**src/rtl/mod_counter.sv**
```systemverilog
// mod_counter: modulo up/down counter with synchronous clear, clamped
// parallel load, enable and a selectable boundary mode (wrap, saturate,
// one-shot). Emits a one-cycle event pulse on boundary activity and a
// sticky completion flag in one-shot mode.
module mod_counter #(
   parameter int               WIDTH = 8,
   parameter logic [WIDTH-1:0] MAX   = {WIDTH{1'b1}},
   parameter int               MODE  = 0
) (
   input  logic             clk,
   input  logic             reset,
   input  logic             clr,
   input  logic             load,
   input  logic [WIDTH-1:0] load_val,
   input  logic             en,
   input  logic             up,
   output logic [WIDTH-1:0] count,
   output logic             evt,
   output logic             done,
   output logic             at_max,
   output logic             at_zero
);

   localparam logic [WIDTH-1:0] ONE     = {{(WIDTH-1){1'b0}}, 1'b1};
   localparam logic [WIDTH-1:0] MAX_M1  = MAX - ONE;
   localparam bit               WRAP    = (MODE == 0);
   localparam bit               ONESHOT = (MODE == 2);

   logic [WIDTH-1:0] count_p0;
   logic             evt_p0;
   logic             done_p0;

   logic [WIDTH-1:0] count_nxt;
   logic             evt_nxt;
   logic             done_nxt;

   // Loaded values above the terminal value are pulled back to MAX so the
   // count never leaves the 0..MAX range.
   function automatic logic [WIDTH-1:0] clamp_load(input logic [WIDTH-1:0] v);
      return (v > MAX) ? MAX : v;
   endfunction

   // Next-state: clr beats load beats an enabled step; otherwise hold.
   always_comb begin
      count_nxt = count_p0;
      evt_nxt   = 1'b0;
      done_nxt  = done_p0;
      if (clr) begin
         count_nxt = '0;
         done_nxt  = 1'b0;
      end else if (load) begin
         count_nxt = clamp_load(load_val);
         done_nxt  = 1'b0;
      end else if (en && !(ONESHOT && done_p0)) begin
         if (up) begin
            if (count_p0 == MAX) begin
               // Step past the top: wrap to 0, or hold for saturate/one-shot.
               evt_nxt = 1'b1;
               if (WRAP)    count_nxt = '0;
               if (ONESHOT) done_nxt  = 1'b1;
            end else begin
               count_nxt = count_p0 + ONE;
               if (ONESHOT && (count_p0 == MAX_M1)) begin
                  done_nxt = 1'b1;
                  evt_nxt  = 1'b1;
               end
            end
         end else begin
            if (count_p0 == '0) begin
               // Step past the bottom: wrap to MAX, or hold.
               evt_nxt = 1'b1;
               if (WRAP)    count_nxt = MAX;
               if (ONESHOT) done_nxt  = 1'b1;
            end else begin
               count_nxt = count_p0 - ONE;
               if (ONESHOT && (count_p0 == ONE)) begin
                  done_nxt = 1'b1;
                  evt_nxt  = 1'b1;
               end
            end
         end
      end
   end

   // Stage p0: registered count, event pulse and completion flag.
   always_ff @(posedge clk or posedge reset) begin
      if (reset) begin
         count_p0 <= '0;
         evt_p0   <= 1'b0;
         done_p0  <= 1'b0;
      end else begin
         count_p0 <= count_nxt;
         evt_p0   <= evt_nxt;
         done_p0  <= done_nxt;
      end
   end

   assign count   = count_p0;
   assign evt     = evt_p0;
   assign done    = done_p0;
   assign at_max  = (count_p0 == MAX);
   assign at_zero = (count_p0 == '0);

endmodule

```
**config.mk**
```make
export PLATFORM = sky130hd
export DESIGN_NAME = mod_counter
export DESIGN_NICKNAME = d
export VERILOG_FILES = /design/src/rtl/mod_counter.sv
export SDC_FILE = /design/constraint.sdc
export NUM_CORES = 1
export LEC_CHECK = 0
export ABC_AREA = 1
export CORE_MARGIN = 2
export CORE_UTILIZATION = 39
export DETAILED_ROUTE_END_ITERATION = 7
export GPL_ROUTABILITY_DRIVEN = 0
export GPL_TIMING_DRIVEN = 0
export MAX_ROUTING_LAYER = met4
export PLACE_DENSITY = 0.65
export SLEW_MARGIN = 5
export SYNTH_ARGS = -nofsm -noshare
export SYNTH_HDL_FRONTEND = slang
export SYNTH_SLANG_ARGS = --single-unit
```
**constraint.sdc**
```tcl
create_clock -name clk -period 1.7 [get_ports clk]
set_input_delay 0.34 -clock clk [delete_from_list [all_inputs] [get_ports clk]]
set_output_delay 0.34 -clock clk [all_outputs]
set_load 0.03 [all_outputs]
```
==> summary.txt <==
Syn Inst Count - 162
Gate power share - 47.6%
Number of CTS-inserted buffers - 3
Clk pwr share - 20.0%
Worst reg2reg endpoint - count[4]
WL per Instance - 11.0 um
F_max - 583 MHz
Die X - 54.0 um
R2R depth - 11
Share of cells above drive strength 1 - 21.2%
First-pass GRT wire length - 3.94 mm
Lkg Pwr - 0.734 nW
Number of synthesis warnings - 0
Setup tns final - -14.7 ps
Initial core utilization - 40.4%
Post-route setup slack - -14.7 ps
Final slew viol count - 0
Setup-failing EPs final - 1
Number of port buffers - 23
R2r startpoint - count[0]
Total track usage - 19.3%
P&R area growth vs syn - 40.6%
RSZ-0062 raised after global routing - yes
CP max-delay cell - dfrtp_2
CTS tree - done
Synth cell types - 25
Routed vias - 1068
CP Class - reg -> out
Final ANT Viol Nets - 0
Startpoint Class - flop
Sequential element share of the synthesized area - 23.1%
DRT iter0 DRCs - 28
Final WL - 2.50 mm
Buffers and inverters on the worst path - 2
CP Capture Type - primary output
Register clock-pin slew on the reported worst setup and hold paths - 60 ps
Most frequent cells in the layout - nand2_1, nand3_1, clkdlybuf4s50_1
Core area - 0.00241 mm2
Share of power burned in registers - 32.4%
Reg2reg setup slack - 120 ps
Fin. Hold Viols - 0
Crit Path Max Fanout - 4
Filler cell count - 248
Yosys reg bits - 9
Fin crit period - 1710 ps
Root buffer cell - clkbuf_4
HP Class - in -> async
Dpl ws - -373 ps
Kind of cell adding the most delay to the critical path - flip-flops
CP cell instances - ha_4 > nand2_4 > nor2_4 > nand3_4 > inv_4 > buf_6
Nets - 216
Peak supply drop - 364 uV
Worst Skew - 0.916 ps
Initial antenna violation count - 0
Clock Sinks - 9
Failing checks - negative setup slack
Die Y - 54.0 um
Vias per cell - 4.68
Largest net degree at the start of global routing - 11
Switching power - 325 uW
# diodes - 0
Int Power - 481 uW
DIE AREA - 0.00291 mm2
Num rows - 18
Mapped Area - 973 um2
Largest stage delay, worst path - 430 ps
GRT Residual Overflow - 0
H-tree depth - 1
Sw Share - 40.4%
Clk_lat worst skew - 260 ps
Maximum clock insertion buffer count - 2
Status - complete, but fails checks
IO Count - 26
Fin crit share - 101%
Post-Syn Nets - 179
Final hold slack - 342 ps
# Max-Cap Violations - 0
DP HPWL - 1.89 mm
Worst Path Required - 1360 ps
First-pass iteration count of the detailed router - 4
PwrDens - 589 mW/mm2
Most common cell after layout, fill and taps aside - nand2_1
Syn avg cell area - 6.01 um2
Vias in the first global route - 915
WP data arrival - 1370 ps
Remaining routing DRC violations - 0
## kinds of logic (layout without fill, tap and decap cells)
family / after synthesis / after routing / share of synthesized area [%]
adders and majority gates: 3 / 3 / 3.86
and+or+nand+nor: 113 / 113 / 53.7
DFF: 9 / 9 / 23.1
AOI/OAI and AO/OA: 9 / 9 / 4.76
buffers and inverters: 25 / 61 / 12.3
xor gates and xnor gates: 2 / 2 / 1.80
other: 1 / 1 / 0.385
## worst register-to-register path, cell delays in order, from the launching register on
cell     delay, ps
dfrtp_2        430
inv_4           60
ha_1           200
nand3_2         90
nor2_4          40
buf_4          130
nor2_4         150
nand3_1        100
nand2_1        100
nand2_1         50
nand2_1         50
nand2_1         40
## what timing repair did
| action | 4_1_cts | 5_1_grt |
|---|---|---|
| endpoints found under the setup margin | 8 | 2 |
| gates resized for setup | 25 | 7 |
| pin swaps | 1 | 5 |
| hold buffers | 0 | 0 |
| buffers inserted | 2 | 7 |
## final cells by class
| cell class | instances | area [um2] | area share (%) |
|---|---|---|---|
| Sequential cell | 9 | 229 | 16.7 |
| Tap cell | 30 | 37.5 | 2.74 |
| Inverter | 20 | 80.1 | 5.85 |
| Multi-Input combinational cell | 128 | 658 | 48.1 |
| Buffer | 5 | 45.0 | 3.29 |
| Clock buffer | 4 | 26.3 | 1.92 |
| Timing Repair Buffer | 32 | 293 | 21.4 |
## sequential cells by signal, indices dropped and copies added, names as in the netlist
register,cells
evt,1
count,8
## power groups by stage
stage	registers (mW)	clock network (mW)	logic (mW)
global route	0.265	0.179	0.425
CTS	0.257	0.165	0.362
detailed placement	0.261	0	0.359
floorplan	0.290	0	0.213
finish	0.261	0.161	0.384
global placement	0.260	0	0.355
## cells in the mapped netlist
cell type / number / share of area [%]
nand2_1: 68 / 26
nand3_1: 26 / 13
inv_1: 15 / 5.8
dfrtp_1: 9 / 23
nor2_1: 5 / 1.9
nor2_4: 4 / 4.6
ha_1: 3 / 3.9
inv_2: 3 / 1.2
nand2_2: 3 / 1.9
nor2_2: 3 / 1.9
o21ai_0: 3 / 1.5
o21ai_1: 3 / 1.5
a21oi_1: 2 / 1.0
buf_4: 2 / 1.5
clkinv_1: 2 / 0.77
nand3_2: 2 / 2.1
buf_2: 1 / 0.51
buf_6: 1 / 1.2
clkbuf_8: 1 / 1.4
conb_1: 1 / 0.39
nand4_1: 1 / 0.64
nor3_2: 1 / 1.0
o22ai_1: 1 / 0.64
xnor2_1: 1 / 0.90
xor2_1: 1 / 0.90
## stage by stage
step                      utilization, %  total power [mW]  cell area [um2]  instances
after detailed placement            51.5             0.620             1240        215
final                               56.8             0.806             1370        228
after floorplan                        -             0.503              973        162
after CTS                           53.6             0.785             1290        221
after global routing                56.8             0.869             1370        228
after global placement              51.5             0.614             1240        215
## worst max path at each step
stage / from / to / cells after the start
after floorplan: count[0] / count[5] / 10
after global placement: count[0] / at_zero / 5
after detailed placement: count[0] / at_zero / 5
after CTS: count[1] / at_max / 6
after global routing: count[1] / at_max / 6
final: count[0] / at_max / 6
## layer usage
layer	vias to the layer above	track usage [%]	part of all wire, %
met3	5	2.22	5.2
li1	578	-	-
met5	-	-	0
met2	33	33.9	51
met4	0	8.12	1.2
met1	452	22.0	43
(Power assumes the default switching activity.)
